**config.mk**
```make
export PLATFORM = sky130hd
export DESIGN_NAME = permutation_canonical_reducer
export DESIGN_NICKNAME = d
export VERILOG_FILES = /design/src/rtl/permutation_canonical_reducer_pkg.sv /design/src/rtl/permutation_canonical_reducer_bot_compare_unsigned.sv /design/src/rtl/permutation_canonical_reducer.sv
export SDC_FILE = /design/constraint.sdc
export NUM_CORES = 1
export LEC_CHECK = 0
export ABC_AREA = 1
export BUFFER_PORTS_ARGS = -buffer_cell sky130_fd_sc_hd__buf_2
export CAP_MARGIN = 20
export CORE_MARGIN = 4
export CORE_UTILIZATION = 50
export CTS_BUF_LIST = sky130_fd_sc_hd__clkbuf_8
export CTS_CLUSTER_DIAMETER = 30
export CTS_CLUSTER_SIZE = 10
export DETAILED_ROUTE_END_ITERATION = 12
export PLACE_DENSITY = 0.72
export SLEW_MARGIN = 20
export SYNTH_ARGS = -nofsm -noshare
export SYNTH_HDL_FRONTEND = slang
export SYNTH_SLANG_ARGS = --single-unit
```
**constraint.sdc**
```tcl
create_clock -name clk -period 2.7 [get_ports clk]
set_clock_uncertainty 0.1 [all_clocks]
set_input_delay 0.27 -clock clk [delete_from_list [all_inputs] [get_ports clk]]
set_output_delay 0.27 -clock clk [all_outputs]
set_load 0.01 [all_outputs]
```
**src/rtl/permutation_canonical_reducer_pkg.sv**
```systemverilog
// Shared constants for the permutation pipeline (generator -> canonical
// reducer -> dedup). The result record layout is the one the dedup stage
// unpacks, so its field widths live here rather than in any one module.
package permutation_canonical_reducer_pkg;

    localparam int BOT_WIDTH          = 128;
    localparam int PERMUTS_PER_SERIES = 42;   // 7 x 6 permutations per input bot
    localparam int CNT_WIDTH          = 6;
    localparam int IDX_WIDTH          = 32;

    typedef struct packed {
        logic [BOT_WIDTH-1:0] canonical_bot;
        logic [CNT_WIDTH-1:0] stab_count;
        logic [CNT_WIDTH-1:0] element_count;
        logic [IDX_WIDTH-1:0] series_index;
        logic                 count_error;
    } series_result_t;

endpackage

```
**src/rtl/permutation_canonical_reducer_bot_compare_unsigned.sv**
```systemverilog
// Unsigned magnitude/equality compare of two bots.
// Ports:
//   a, b : WIDTH-bit operands
//   lt   : a < b (unsigned)
//   eq   : a == b
// The compare is split into upper and lower halves so a register can later
// be dropped between the half compares and the final combine if timing
// requires it.
module bot_compare_unsigned
    import permutation_canonical_reducer_pkg::*;
#(
    parameter int WIDTH = BOT_WIDTH
) (
    input  logic [WIDTH-1:0] a,
    input  logic [WIDTH-1:0] b,
    output logic             lt,
    output logic             eq
);

    localparam int HALF = WIDTH / 2;

    logic hi_lt;
    logic hi_eq;
    logic lo_lt;
    logic lo_eq;

    always_comb begin
        hi_lt = (a[WIDTH-1:HALF] <  b[WIDTH-1:HALF]);
        hi_eq = (a[WIDTH-1:HALF] == b[WIDTH-1:HALF]);
        lo_lt = (a[HALF-1:0]     <  b[HALF-1:0]);
        lo_eq = (a[HALF-1:0]     == b[HALF-1:0]);
        lt    = hi_lt | (hi_eq & lo_lt);
        eq    = hi_eq & lo_eq;
    end

endmodule

```
**src/rtl/permutation_canonical_reducer.sv**
```systemverilog
// Reduces each series of permuted bots to its canonical (unsigned-minimum)
// bot and the number of permutations equal to that minimum.
// Ports:
//   clk, rst            : clock, synchronous active-high reset
//   inBot, inBotValid   : permuted bot stream from the generator
//   inSeriesFinished    : one-cycle pulse closing the current series
//   outCanonicalBot     : minimum bot of the closed series (all-ones if empty)
//   outStabCount        : elements equal to the minimum (saturating)
//   outElementCount     : elements in the series (saturating)
//   outSeriesIndex      : running series index, wraps
//   outValid            : one-cycle result strobe
//   outCountError       : with outValid, element count != EXPECTED_COUNT
// Pipeline: input register stage, accumulator stage, output registers.
// A finish pulse in cycle n yields outValid in cycle n+2.
module permutation_canonical_reducer
    import permutation_canonical_reducer_pkg::*;
#(
    parameter int BOT_W          = BOT_WIDTH,
    parameter int EXPECTED_COUNT = PERMUTS_PER_SERIES,
    parameter int CNT_W          = CNT_WIDTH,
    parameter int IDX_W          = IDX_WIDTH
) (
    input  logic             clk,
    input  logic             rst,
    input  logic [BOT_W-1:0] inBot,
    input  logic             inBotValid,
    input  logic             inSeriesFinished,
    output logic [BOT_W-1:0] outCanonicalBot,
    output logic [CNT_W-1:0] outStabCount,
    output logic [CNT_W-1:0] outElementCount,
    output logic [IDX_W-1:0] outSeriesIndex,
    output logic             outValid,
    output logic             outCountError
);

    localparam logic [CNT_W-1:0] EXP_CNT = CNT_W'(EXPECTED_COUNT);
    localparam logic [CNT_W-1:0] CNT_MAX = '1;
    localparam logic [CNT_W-1:0] CNT_ONE = CNT_W'(1);

    // Input stage
    logic [BOT_W-1:0] a_bot_q, a_bot_d;
    logic             a_valid_q, a_valid_d;
    logic             a_fin_q, a_fin_d;

    // Accumulator stage; acc_empty_q marks "no element yet" so that an
    // all-ones bot is an ordinary value rather than a sentinel.
    logic [BOT_W-1:0] acc_min_q, acc_min_d;
    logic [CNT_W-1:0] acc_stab_q, acc_stab_d;
    logic [CNT_W-1:0] acc_count_q, acc_count_d;
    logic             acc_empty_q, acc_empty_d;
    logic [IDX_W-1:0] series_idx_q, series_idx_d;

    // Output registers
    logic [BOT_W-1:0] out_bot_q, out_bot_d;
    logic [CNT_W-1:0] out_stab_q, out_stab_d;
    logic [CNT_W-1:0] out_count_q, out_count_d;
    logic [IDX_W-1:0] out_idx_q, out_idx_d;
    logic             out_valid_q, out_valid_d;
    logic             out_err_q, out_err_d;

    logic bot_lt;
    logic bot_eq;

    bot_compare_unsigned #(
        .WIDTH (BOT_W)
    ) u_cmp (
        .a  (a_bot_q),
        .b  (acc_min_q),
        .lt (bot_lt),
        .eq (bot_eq)
    );

    always_comb begin
        a_bot_d      = inBot;
        a_valid_d    = inBotValid;
        a_fin_d      = inSeriesFinished;

        acc_min_d    = acc_min_q;
        acc_stab_d   = acc_stab_q;
        acc_count_d  = acc_count_q;
        acc_empty_d  = acc_empty_q;
        series_idx_d = series_idx_q;

        out_bot_d    = out_bot_q;
        out_stab_d   = out_stab_q;
        out_count_d  = out_count_q;
        out_idx_d    = out_idx_q;
        out_err_d    = out_err_q;
        out_valid_d  = 1'b0;

        if (a_fin_q) begin
            // Close uses the accumulator as it stands; an element arriving
            // alongside the finish opens the next series instead.
            out_bot_d    = acc_empty_q ? '1 : acc_min_q;
            out_stab_d   = acc_stab_q;
            out_count_d  = acc_count_q;
            out_idx_d    = series_idx_q;
            out_err_d    = (acc_count_q != EXP_CNT);
            out_valid_d  = 1'b1;
            series_idx_d = series_idx_q + IDX_W'(1);

            if (a_valid_q) begin
                acc_min_d   = a_bot_q;
                acc_stab_d  = CNT_ONE;
                acc_count_d = CNT_ONE;
                acc_empty_d = 1'b0;
            end else begin
                acc_stab_d  = '0;
                acc_count_d = '0;
                acc_empty_d = 1'b1;
            end
        end else if (a_valid_q) begin
            if (acc_empty_q || bot_lt) begin
                acc_min_d   = a_bot_q;
                acc_stab_d  = CNT_ONE;
                acc_empty_d = 1'b0;
            end else if (bot_eq && (acc_stab_q != CNT_MAX)) begin
                acc_stab_d  = acc_stab_q + CNT_ONE;
            end
            if (acc_count_q != CNT_MAX) begin
                acc_count_d = acc_count_q + CNT_ONE;
            end
        end
    end

    always_ff @(posedge clk) begin
        if (rst) begin
            a_bot_q      <= '0;
            a_valid_q    <= 1'b0;
            a_fin_q      <= 1'b0;
            acc_min_q    <= '0;
            acc_stab_q   <= '0;
            acc_count_q  <= '0;
            acc_empty_q  <= 1'b1;
            series_idx_q <= '0;
            out_bot_q    <= '0;
            out_stab_q   <= '0;
            out_count_q  <= '0;
            out_idx_q    <= '0;
            out_valid_q  <= 1'b0;
            out_err_q    <= 1'b0;
        end else begin
            a_bot_q      <= a_bot_d;
            a_valid_q    <= a_valid_d;
            a_fin_q      <= a_fin_d;
            acc_min_q    <= acc_min_d;
            acc_stab_q   <= acc_stab_d;
            acc_count_q  <= acc_count_d;
            acc_empty_q  <= acc_empty_d;
            series_idx_q <= series_idx_d;
            out_bot_q    <= out_bot_d;
            out_stab_q   <= out_stab_d;
            out_count_q  <= out_count_d;
            out_idx_q    <= out_idx_d;
            out_valid_q  <= out_valid_d;
            out_err_q    <= out_err_d;
        end
    end

    assign outCanonicalBot = out_bot_q;
    assign outStabCount    = out_stab_q;
    assign outElementCount = out_count_q;
    assign outSeriesIndex  = out_idx_q;
    assign outValid        = out_valid_q;
    assign outCountError   = out_err_q;

endmodule

```
---- After elaboration in Yosys (flattened, before gate mapping) ----
Cells that the tools add are included.
Widths: inputs -> output; s select.
word-level totals
  register bits ........................... 477
  input bits .............................. 132
  logic and storage cells ................. 55
  output and inout bits ................... 174
cells by class
  mux-type cells .......................... 18
  add/sub/neg operators ................... 3
  order comparisons ....................... 2
  bitwise logic cells ..................... 3
  reductions and logical operators ........ 10
  equal/unequal tests ..................... 5
operators with widths
  kind                   number
  $mux 128               5
  $eq 64x64->1           2
  $lt 64x64->1           2
  $mux 6                 7
  $add 32x1->32 const B  1
  $ne 6x6->1 const B     3
  $add 6x1->6 const B    2
  $reduce_and 2->1       4
  $mux 1                 6
  $reduce_bool 2->1      3
  $reduce_bool 3->1      1
  $and 1x1->1            2
  $logic_and 1x1->1      1
  $logic_or 1x1->1       1
  $or 1x1->1             1

---- Logic depth before layout (Yosys ltp) ----
  word-level depth ........................ 7
  depth in mapped cells ................... 22
  gate-level depth less buffers ........... 20

---- Hierarchy ----
Synthesis repeated with hierarchy kept, for this count alone.
unflattened totals
  cells, all modules ...................... 2511
  area, all modules ....................... 20099.3 um^2
modules (own cells, without submodules)
  module                         instances  area each (um^2)  sequential area each (um^2)  cells each
  permutation_canonical_reducer  1          16702.3           9549.2                       1950
  bot_compare_unsigned           1          3397.0            0.0                          561

---- Worst setup path before layout ----
OpenSTA, ideal clock, no wires.
  path type ............................... flip-flop to flip-flop
  start ................................... register acc_min_q[119]
  end ..................................... register acc_min_q[105]
  arrival ................................. 2.101 ns
  stages on the path, launching flop included .. 18
  required time ........................... 2.484 ns
  setup time .............................. 0.116 ns
  clock period less this slack ............ 2.316 ns
  path buffers ............................ 2
  slack ................................... 0.384 ns
  path through ............................ dfxtp_1 inv_1 ha_1 nand2_1 nor2_2 nand2_1 nor2_2 nand2_1 nor2_2 nand3_1 nor2_2 nand2_2 nand3_2 nand2_4 buf_6 buf_2 o21ai_0 nor2_1
on the way
  cells in the longest elaborated chain, start to end .. 6
  elaborated cells between the ends (all ways) .. 7
  classes of those cells .................. order compare: 1; eq/ne: 1; bitwise: 2; reduce/logical: 3
RTL lines
  what                                                                  line                                                      source
  start, declared                                                       permutation_canonical_reducer.sv:47                       logic [BOT_W-1:0] acc_min_q, acc_min_d;
  start signal, assigned                                                permutation_canonical_reducer.sv:146                      acc_min_q <= acc_min_d;
  parallel branches: the longest is 2 deep, another holds $lt 64x64->1  --
  $or 1x1->1 (*)                                                        permutation_canonical_reducer_bot_compare_unsigned.sv:32  lt = hi_lt | (hi_eq & lo_lt);
  $logic_or 1x1->1 (*)                                                  permutation_canonical_reducer.sv:113                      if (acc_empty_q || bot_lt) begin
  $reduce_bool 2->1 (no source line) (*)                                --
  $reduce_and 2->1 (no source line) (*)                                 --
Every way passes the cells marked *.
A chain may end at the register's enable or synchronous reset.

---- Worst setup path in the final report ----
  start ................................... register acc_min_q[121]
  end ..................................... register acc_min_q[124]
The elaborated chain is that of the path after synthesis.

==> results_dict.tcl <==
set metrics [dict create \
    status "finished with violations" \
    violations "negative setup slack" \
    synthTopCellsByCount "dfxtp_1, nand2_1, nor2_1" \
    ys_seq_elements 477 \
    met3_usage_pct 4.838 \
    drive_gt1_share_pct 22.76 \
    synth_edf_count 0 \
    grt_use_met2_pct 42.54 \
    rsz0062_at_grt "yes" \
    crit_fanout 14 \
    finalWorstSetupSlack_ns -0.02880 \
    worst_pin_slew_ns 0.7033 \
    synth_top_family_by_area "simple AND/OR/NAND/NOR gates" \
    synthTopCellsByArea "dfxtp_1, nand2_1, nor2_1" \
    cts_buffers 91 \
    drt-pass1-iter-count 5 \
    cp_cell_sequence "inv_1 -> ha_1 -> nand2_1 -> nor2_2 -> nand2_2 -> nor2_4 -> nand2_4 -> nor2_4 -> nand3_1 -> nor2_2 -> nand2_2 -> nand3_4 -> nand2_8 -> clkbuf_16 -> o21ai_0 -> nor2_1" \
    arrival_ns 3.15 \
    synth_cells 2539 \
    antenna_found_initial 1 \
    slowest_delay_ns 0.40 \
    grt_pass1_vias 17780 \
    synth_fp_nets 2803 \
    cts-root-buf "clkbuf_8" \
    synth_cell_types 39 \
    routabilityCongestion 0.8756 \
    grt_pass1_wl_um 85560 \
    fin_crit_ns 2.729 \
    drv_cap 0 \
    die_area_mm2 0.04223 \
    core_mm2 0.03865 \
    fin_nets 3314 \
    worstSetupPathType "reg2reg" \
    synthXorXnorAreaFrac_pct 0.2246 \
    drt_iter0_markers 1144 \
    die_h_um 205.5 \
    grt_max_degree 129 \
    dieWidth_um 205.5 \
    io_pins 306 \
    synth-async-reset-ratio_pct 0 \
    gr-usage-met1_pct 30.34 \
    max_freq_mhz 366.5 \
    total_power_mw 17.87 \
    grt_most_used_layer "met2" \
    numPortBuffers 305 \
    synthSimpleGateAreaFrac_pct 20.37 \
    routed_wl_um 57470 \
    relSlewSlack_pct 53.12 \
    rows 72 \
    placed_cell_area_mm2 0.02141 \
    power.density_mw_per_mm2 679.4 \
    synth.avg_cell_area_um2 7.681 \
    critPathTopFamily "simple AND/OR/NAND/NOR gates" \
    cts_tree "built" \
    drv_slew 0 \
    critPathLaunchType "flop" \
    via_count 18180 \
    final_design_area_no_fill_mm2 0.02631 \
    seq_area_frac_synth_pct 48.97 \
    synth-compound-area-share_pct 11.91 \
    h-tree-depth 3 \
    yosysTopAreaCellShare_pct 48.97 \
    yosysTopAreaCell "dfxtp_1" \
    synth-main-ff-cell "dfxtp_1" \
    antenna_left 0 \
    cts.sinks 477 \
    clock_path_buffers 3 \
    grt_overflow 0 \
    path_buf_inv 2 \
    period_share_pct 101.1 \
    area_delta_synth_final_pct 34.91 \
    dp_hpwl_um 33310 \
    drcViolationCount 0 \
    leakage_nw 12.66 \
    hp-class "in2reg" \
    synthMuxAreaShare_pct 0 \
    ys.warnings.count 0 \
    wl_per_cell_um 15.77 \
    start_util_pct 50.46 \
    syn_area_mm2 0.01950 \
    track_usage_pct 24.55 \
    filler_cell_count 3054 \
    critPathCaptureType "flop" \
    ir_worst_vdd_uv 408.6 \
    synth_fa_ha_area_share_pct 8.469 \
    clk_pin_slew_ns 0.07 \
    via_per_inst 4.989 \
    finalHoldViolations 0 \
    critical-path-slowest-cell "dfxtp_1" \
    setup_violations 6 \
    worstSkewPairLatency_ns 0.64 \
    crit_required_ns 3.12 \
]
-- cells in the final DEF (no fill, tap or decap), drive strengths merged, types with 5 or more instances in the layout --
cell type	netlist	final
nand2	479	481
dfxtp	477	477
nor2	464	464
buf	29	364
inv	343	362
o21ai	330	330
dlygate4sd3	0	155
ha	132	132
clkbuf	86	109
a21oi	96	96
nand3	25	25
nor3	24	24
clkinv	1	24
clkinvlp	0	19
nand4	16	16
o21a	9	9
bufinv	0	9
xor2	5	5
nor4	5	5
a22o	5	5
-- stage by stage --
step / setup TNS [ns] / hold slack (ns) / instances / utilization (%) / worst slack (ns)
4_1_cts: -2.291 / 0.03533 / 3609 / 64.92 / -0.04322
2_1_floorplan: 0 / 0.2770 / 2539 / - / 0.3837
6_report: -0.08062 / 0.07393 / 3643 / 68.08 / -0.02880
3_5_place_dp: -10.70 / 0.3349 / 3286 / 55.41 / -0.1640
5_1_grt: -14.12 / 0.06875 / 3643 / 68.08 / -0.1904
3_3_place_gp: -2.075 / 0.3332 / 3286 / 55.41 / -0.05556
-- kinds of logic after synthesis --
family / Yosys count
DFF: 477
and+or+nand+nor: 1015
adders and majority gates: 132
xor gates and xnor gates: 5
AOI/OAI and AO/OA: 451
buffers and inverters: 459
-- where the power goes --
group / switching, mW / internal (mW) / total, mW / leakage [nW]
Combinational: 1.28 / 0.996 / 2.28 / 7.71
Sequential: 0.285 / 7.45 / 7.73 / 3.94
Clock: 3.45 / 4.42 / 7.87 / 1.02
-- layout make-up --
cell class	count	area (um2)	area share [%]
tap	518	648.1	2.463
sequential	477	9593	36.46
clock inverter	68	693.2	2.635
multi-input combinational	1605	8647	32.87
antenna	1	2.502	0.009512
timing repair buffer	529	4010	15.24
clock buffer	99	1363	5.179
timing repair inverter	2	32.53	0.1237
inverter	344	1320	5.017
-- registers in the layout, summed over array words and instances, names as in the netlist --
name             cells
acc_stab_q           6
outCountError        1
a_valid_q            1
a_bot_q            128
acc_empty_q          1
outSeriesIndex      32
outValid             1
acc_count_q          6
acc_min_q          128
outElementCount      6
a_fin_q              1
series_idx_q        32
outCanonicalBot    128
outStabCount         6
-- path summary, 6_finish.rpt --
kind / startpoint / to / slack (ns) / cells after the start
max: acc_min_q[121]$_SDFFE_PP0P_ / acc_min_q[124]$_SDFFE_PP0P_ / -0.03 / 16
min: rst / series_idx_q[18]$_SDFFE_PP0P_ / 0.07 / 2
max reg2reg: acc_min_q[121]$_SDFFE_PP0P_ / acc_min_q[124]$_SDFFE_PP0P_ / -0.03 / 16
min reg2reg: outCanonicalBot[51]$_SDFFE_PP0P_ / outCanonicalBot[51]$_SDFFE_PP0P_ / 0.35 / 2
-- what timing repair did --
item	in CTS	in global routing
pin swaps	0	18
hold buffers	155	0
resized for setup	8	247
endpoints found under the setup margin	130	134
gates cloned	1	24
endpoints found under the hold margin	130	0
buffers inserted	0	9
-- layer usage --
metal	up-vias	share of wire, %
met4	0	3.2
li1	9025	-
met3	129	6.7
met5	-	0
met2	599	47
met1	8423	43
No activity file was read; power rests on OpenSTA's default activity.
